## config.mk

```make
export PLATFORM = sky130hd
export DESIGN_NAME = stopwatch_core_flat
export DESIGN_NICKNAME = d
export VERILOG_FILES = /design/src/rtl/stopwatch_pkg.sv /design/src/rtl/stopwatch_core_if.sv /design/src/rtl/stopwatch_core_rise_detect.sv /design/src/rtl/stopwatch_core.sv /design/src/flat_wrapper.sv
export SDC_FILE = /design/constraint.sdc
export NUM_CORES = 1
export LEC_CHECK = 0
export ABC_AREA = 1
export BUFFER_PORTS_ARGS = -buffer_cell sky130_fd_sc_hd__buf_4
export CORE_ASPECT_RATIO = 0.6
export CORE_MARGIN = 4
export CORE_UTILIZATION = 35
export DETAILED_ROUTE_END_ITERATION = 8
export HOLD_SLACK_MARGIN = 0.1
export SLEW_MARGIN = 5
export SYNTH_ARGS = -nofsm -noshare
export SYNTH_HDL_FRONTEND = slang
export SYNTH_SLANG_ARGS = --single-unit
```

## constraint.sdc

```tcl
create_clock -name clk -period 1.55 [get_ports clk]
set_input_delay 0.31 -clock clk [delete_from_list [all_inputs] [get_ports clk]]
set_output_delay 0.31 -clock clk [all_outputs]
set_load 0.01 [all_outputs]
```

## src/rtl/stopwatch_pkg.sv

```systemverilog
// Shared types and constants for the MM:SS BCD stopwatch.
package stopwatch_pkg;

  typedef enum logic [1:0] {
    IDLE,
    RUN,
    PAUSE
  } state_e;

  localparam int unsigned BCD_W   = 4;
  localparam int unsigned PRESC_W = 16;

  localparam logic [BCD_W-1:0] SEC_TENS_MAX = 4'd5;
  localparam logic [BCD_W-1:0] MIN_TENS_MAX = 4'd5;
  localparam logic [BCD_W-1:0] DIGIT_MAX    = 4'd9;

  // Returns {carry, next_digit}; anything at or above max rolls to zero.
  function automatic logic [BCD_W:0] bcd_step(input logic [BCD_W-1:0] digit,
                                               input logic [BCD_W-1:0] max);
    if (digit >= max) begin
      return {1'b1, {BCD_W{1'b0}}};
    end
    return {1'b0, digit + 4'd1};
  endfunction

endpackage

```

## src/rtl/stopwatch_core_if.sv

```systemverilog
// Control inputs and BCD display outputs of the stopwatch core.
interface stopwatch_core_if;
  import stopwatch_pkg::*;

  logic             tick_in;
  logic             btn_start_stop;
  logic             btn_clear;
  logic [BCD_W-1:0] sec_ones;
  logic [BCD_W-1:0] sec_tens;
  logic [BCD_W-1:0] min_ones;
  logic [BCD_W-1:0] min_tens;
  logic             running;
  logic             wrap;

  modport master (
    output tick_in, btn_start_stop, btn_clear,
    input  sec_ones, sec_tens, min_ones, min_tens, running, wrap
  );

  modport slave (
    input  tick_in, btn_start_stop, btn_clear,
    output sec_ones, sec_tens, min_ones, min_tens, running, wrap
  );

endinterface

```

## src/rtl/stopwatch_core_rise_detect.sv

```systemverilog
// Rising-edge detector for a level already synchronous to clk.
module rise_detect #(
  parameter logic RESET_VAL = 1'b1
) (
  input  logic clk,
  input  logic reset,
  input  logic d,
  output logic rise
);

  logic prev_q;

  always_ff @(posedge clk or posedge reset) begin
    if (reset) begin
      prev_q <= RESET_VAL;
    end else begin
      prev_q <= d;
    end
  end

  assign rise = d & ~prev_q;

endmodule

```

## src/rtl/stopwatch_core.sv

```systemverilog
// MM:SS BCD stopwatch driven by edges of the divided count clock and two buttons.
module stopwatch_core
  import stopwatch_pkg::*;
#(
  parameter int unsigned TICKS_PER_COUNT = 1
) (
  input logic              clk,
  input logic              reset,
  stopwatch_core_if.slave  bus
);

  localparam logic [PRESC_W-1:0] PRESC_LAST = PRESC_W'(TICKS_PER_COUNT - 1);

  logic tick_rise, ss_rise, clear_rise;

  // Previous-value flops reset high so inputs held at reset release give no edge.
  rise_detect #(.RESET_VAL(1'b1)) u_tick_rise (
    .clk   (clk),
    .reset (reset),
    .d     (bus.tick_in),
    .rise  (tick_rise)
  );

  rise_detect #(.RESET_VAL(1'b1)) u_ss_rise (
    .clk   (clk),
    .reset (reset),
    .d     (bus.btn_start_stop),
    .rise  (ss_rise)
  );

  rise_detect #(.RESET_VAL(1'b1)) u_clear_rise (
    .clk   (clk),
    .reset (reset),
    .d     (bus.btn_clear),
    .rise  (clear_rise)
  );

  state_e             state_q, state_d;
  logic [PRESC_W-1:0] presc_q, presc_d;
  logic [BCD_W-1:0]   sec_ones_q, sec_ones_d;
  logic [BCD_W-1:0]   sec_tens_q, sec_tens_d;
  logic [BCD_W-1:0]   min_ones_q, min_ones_d;
  logic [BCD_W-1:0]   min_tens_q, min_tens_d;
  logic               running_q, running_d;
  logic               wrap_q, wrap_d;
  logic               inc, c0, c1, c2, c3;

  always_comb begin
    state_d    = state_q;
    presc_d    = presc_q;
    sec_ones_d = sec_ones_q;
    sec_tens_d = sec_tens_q;
    min_ones_d = min_ones_q;
    min_tens_d = min_tens_q;
    wrap_d     = 1'b0;
    inc        = 1'b0;
    c0         = 1'b0;
    c1         = 1'b0;
    c2         = 1'b0;
    c3         = 1'b0;

    if (clear_rise) begin
      state_d    = IDLE;
      presc_d    = '0;
      sec_ones_d = '0;
      sec_tens_d = '0;
      min_ones_d = '0;
      min_tens_d = '0;
    end else begin
      // Decided on the current state, so a tick is counted in the cycle that leaves RUN.
      if (state_q == RUN && tick_rise) begin
        if (presc_q == PRESC_LAST) begin
          presc_d = '0;
          inc     = 1'b1;
        end else begin
          presc_d = presc_q + 16'd1;
        end
      end

      if (inc) begin
        {c0, sec_ones_d} = bcd_step(sec_ones_q, DIGIT_MAX);
        if (c0) begin
          {c1, sec_tens_d} = bcd_step(sec_tens_q, SEC_TENS_MAX);
          if (c1) begin
            {c2, min_ones_d} = bcd_step(min_ones_q, DIGIT_MAX);
            if (c2) begin
              {c3, min_tens_d} = bcd_step(min_tens_q, MIN_TENS_MAX);
              wrap_d = c3;
            end
          end
        end
      end

      if (ss_rise) begin
        unique case (state_q)
          IDLE:    state_d = RUN;
          RUN:     state_d = PAUSE;
          PAUSE:   state_d = RUN;
          default: state_d = IDLE;
        endcase
      end
    end

    running_d = (state_d == RUN);
  end

  always_ff @(posedge clk or posedge reset) begin
    if (reset) begin
      state_q    <= IDLE;
      presc_q    <= '0;
      sec_ones_q <= '0;
      sec_tens_q <= '0;
      min_ones_q <= '0;
      min_tens_q <= '0;
      running_q  <= 1'b0;
      wrap_q     <= 1'b0;
    end else begin
      state_q    <= state_d;
      presc_q    <= presc_d;
      sec_ones_q <= sec_ones_d;
      sec_tens_q <= sec_tens_d;
      min_ones_q <= min_ones_d;
      min_tens_q <= min_tens_d;
      running_q  <= running_d;
      wrap_q     <= wrap_d;
    end
  end

  assign bus.sec_ones = sec_ones_q;
  assign bus.sec_tens = sec_tens_q;
  assign bus.min_ones = min_ones_q;
  assign bus.min_tens = min_tens_q;
  assign bus.running  = running_q;
  assign bus.wrap     = wrap_q;

endmodule
```

## src/flat_wrapper.sv

```systemverilog
// flat-port wrapper written by rule: the top's interface ports become plain ports
module stopwatch_core_flat import stopwatch_pkg::*;
#(
  parameter int unsigned TICKS_PER_COUNT = 1
)
  (clk, reset, bus_tick_in, bus_btn_start_stop, bus_btn_clear, bus_sec_ones, bus_sec_tens, bus_min_ones, bus_min_tens, bus_running, bus_wrap);
  stopwatch_core_if bus_i ();
  input logic clk;
  input logic reset;
  input wire logic [$bits(bus_i.tick_in)-1:0] bus_tick_in;
  input wire logic [$bits(bus_i.btn_start_stop)-1:0] bus_btn_start_stop;
  input wire logic [$bits(bus_i.btn_clear)-1:0] bus_btn_clear;
  output wire logic [$bits(bus_i.sec_ones)-1:0] bus_sec_ones;
  output wire logic [$bits(bus_i.sec_tens)-1:0] bus_sec_tens;
  output wire logic [$bits(bus_i.min_ones)-1:0] bus_min_ones;
  output wire logic [$bits(bus_i.min_tens)-1:0] bus_min_tens;
  output wire logic [$bits(bus_i.running)-1:0] bus_running;
  output wire logic [$bits(bus_i.wrap)-1:0] bus_wrap;
  assign bus_i.tick_in = bus_tick_in;
  assign bus_i.btn_start_stop = bus_btn_start_stop;
  assign bus_i.btn_clear = bus_btn_clear;
  assign bus_sec_ones = bus_i.sec_ones;
  assign bus_sec_tens = bus_i.sec_tens;
  assign bus_min_ones = bus_i.min_ones;
  assign bus_min_tens = bus_i.min_tens;
  assign bus_running = bus_i.running;
  assign bus_wrap = bus_i.wrap;
  stopwatch_core #(.TICKS_PER_COUNT(TICKS_PER_COUNT)) u_core (.clk(clk), .reset(reset), .bus(bus_i));
endmodule
```

==> run_results.csv <==
group,metric,value,unit
synth,ys_ff_latch,39,
power,p_sw_share,29.70,%
die,start_util,36.23,%
power,seq_power_share,36.2,%
run_status,status,"finished clean",
sta,finalSetupViolCount,0,
route,dr.pass1.iters,5,
sta,tns,0,ns
final_layout,finalNetCount,394,
cts,path_clk_slew,0.06,ns
sta,tightest_slew,0.2686,ns
sta,period_share,97.77,%
worst_setup_path,start_kind,"flip-flop",
cts,htreeDepth,2,
placement,io_buffers,22,
sta,holdWs,0.1411,ns
final_layout,drive_above_1_share,31.12,%
worst_setup_path,path_class,"flip-flop to flip-flop",
sta,rsz0062_at_grt,"true",
route,drtIter0Drc,193,
synth,synth_warnings,0,
power,p_sw,0.9771,mW
worst_setup_path,crit_top_cell,"nand2_2",
cts,clock_latency,0.28,ns
final_layout,antennaDiodeCount,0,
placement,place_area,0.002899,sq mm
power,comb_power_share,27.0,%
power,cellPowerDensity,1017,mW/mm^2
placement,dp_hpwl,4215,um
power,p_int,2.312,mW
synth,synth_seq_area_share,40.15,%
worst_setup_path,cpPeakStageDelay,0.42,ns
worst_setup_path,arrival,1.68,ns
final_layout,syn_to_final_growth,32.51,%
route,post-route-drc-count,0,
sta,fin_skew,0.007214,ns
die,rows,23,
worst_setup_path,startpoint,"u_core.presc_q[2]",
die,die_area,0.008415,sq mm
run,max_cap_viol_count,0,
synth,synthesis.nets,335,
synth,syn-instance-count,316,
worst_setup_path,worst_setup_path_end_kind,"flip-flop",
sta,slew_violations,0,
placement,place.gp.congestion,0.8776,
final_layout,layout_common_cells,"nand2_1, buf_4, nor2_1",
synth,synthFlopType,"dfrtp_1",
grt,grt_pass1_wl,9860,um
grt,grt_usage,14.82,%
grt,overflow,0,
route,wirelength,5869,um
grt,grt_max_degree,40,
route,wl_per_cell,12.68,um
die,chipHeight,72.68,um
grt,grt_antenna_before_repair,0,
synth,avgSynthCellArea,7.721,sq um
die,io_pins,23,
cts,cts_root_buffer,"clkbuf_16",
worst_setup_path,r2r_start,"u_core.presc_q[2]",
synth,async_flop_share,100.0,%
worst_setup_path,critical_path.cell_chain,"nor2_1 -> nand2_2 -> nor2_4 -> nand3_2 -> nand2_4 -> buf_12 -> nand3_4 -> nand2_2 -> nand2_1",
cts,cts_tree,"yes",
placement,dpl_worst_slack,-0.03029,ns
die,die_w,115.8,um
sta,final_hold_viol_count,0,
power,power_leakage,1.624,nW
power,irDropWorstVdd,0.7262,mV
cts,cts_inserted_buffers,5,
die,core_area,0.006734,sq mm
grt,grt_pass1_vias,2000,
cts,clkSinkCount,39,
worst_setup_path,crit_fanout,8,
sta,fin_ws,0.03460,ns
sta,period_minus_slack,1.515,ns
worst_setup_path,slowest_stage,"dfrtp_1",
synth,ys_types,31,
cts,clockBufferDepth,2,
final_layout,mostFrequentLayoutCell,"nand2_1",
route,ant_nets,0,
route,vias,2248,
route,viasPerCell,4.855,
hold_path,hold_path_class,"input port to flip-flop",
final_layout,stdcell_area,0.003233,sq mm
sta,max-slew-margin-rel,81.95,%
sta,fmax,0.6599,GHz
power,power.total,3.289,mW
synth,synthesis.area,0.002440,sq mm
power,clkPwrFrac,36.8,%
synth,synth-edff-count,0,
hold_path,min_from,"bus_btn_start_stop",
worst_setup_path,cp.required,1.72,ns
-- sequential cells by signal (all words and copies together), names as in the netlist --
signal / count
u_core.bus.min_ones: 4
u_core.bus.min_tens: 4
u_core.bus.running: 1
u_core.bus.sec_ones: 4
u_core.bus.sec_tens: 4
u_core.bus.wrap: 1
u_core.presc_q: 16
u_core.state_q: 2
u_core.u_clear_rise.prev_q: 1
u_core.u_ss_rise.prev_q: 1
u_core.u_tick_rise.prev_q: 1
-- kinds of logic (layout without fill, tap and decap cells) --
group,Yosys count,count (layout),synth area share (%)
AND/OR/NAND/NOR,185,185,35.49
buffers and inverters,46,106,8.564
XOR/XNOR,7,7,2.513
adder cells (fa/ha/maj),14,14,7.180
AO/OA/AOI/OAI,25,25,6.102
flip-flops,39,39,40.15
-- final cells by class --
class	count	area, sq um
Timing Repair Buffer	57	489.2
Fill cell	649	3501
Sequential cell	39	982.2
Multi-Input combinational cell	231	1323
Clock inverter	2	35.03
Inverter	41	156.4
Tap cell	87	108.9
Clock buffer	6	138.9
-- layer usage --
metal  routed length [um]  GRT usage [%]  vias up
met4                   28          3.218        0
met2                 2175          18.48       76
met5                    0              0        -
met1                 3241          24.46     1036
met3                  424          4.060        5
li1                     -              -     1131
-- Yosys cell counts (6+ instances only) --
library cell  count  share of area, %
nand3_1          12               2.5
a21oi_1           9               1.8
dfrtp_1          36                37
nor3_1           10               2.1
nand4_1          18               4.6
ha_1             14               7.2
nor2_1           40               6.2
o21ai_0           8               1.6
nand2_1          87                13
nor2_2            6               1.5
inv_1            39               6.0
-- worst paths after layout --
path	end	slack (ns)	cells past startpoint
worst max-delay path	u_core.bus.min_ones[0]	0.03	9
worst min-delay path	u_core.u_ss_rise.prev_q	0.14	1
worst max register to register	u_core.bus.min_ones[0]	0.03	9
worst min register to register	u_core.bus.min_tens[3]	0.54	2
max in group asynchronous	u_core.u_ss_rise.prev_q	0.65	4
min in group asynchronous	u_core.presc_q[8]	0.64	4
-- critical path, delay by kind of cell, from the launching register on --
| family | cells | cell delay, ns |
|---|---|---|
| buffers and inverters | 1 | 0.15 |
| flip-flops | 1 | 0.42 |
| AND/OR/NAND/NOR | 8 | 0.82 |
-- metrics by stage --
step | util, % | cells
global route | 48.01 | 463
CTS | 45.78 | 456
floorplan | - | 316
finish | 48.01 | 463
global placement | 43.05 | 447
detailed placement | 43.05 | 447
-- power by group through the flow --
stage	Sequential, mW	Clock, mW	Combinational, mW
6_report	1.19	1.21	0.886
5_1_grt	1.20	1.28	1.01
2_1_floorplan	1.26	0	0.433
4_1_cts	1.19	1.23	0.845
3_3_place_gp	1.20	0	0.825
3_5_place_dp	1.20	0	0.841
-- timing repair --
| item | CTS | global route |
|---|---|---|
| setup buffers | 0 | 6 |
| cloned | 0 | 1 |
| resized for setup | 1 | 33 |
| hold buffers | 1 | 0 |
| pin swaps | 0 | 8 |
| endpoints found under the hold margin | 27 | 0 |
| endpoints found under the setup margin | 4 | 23 |
(Power assumes the default switching activity.)
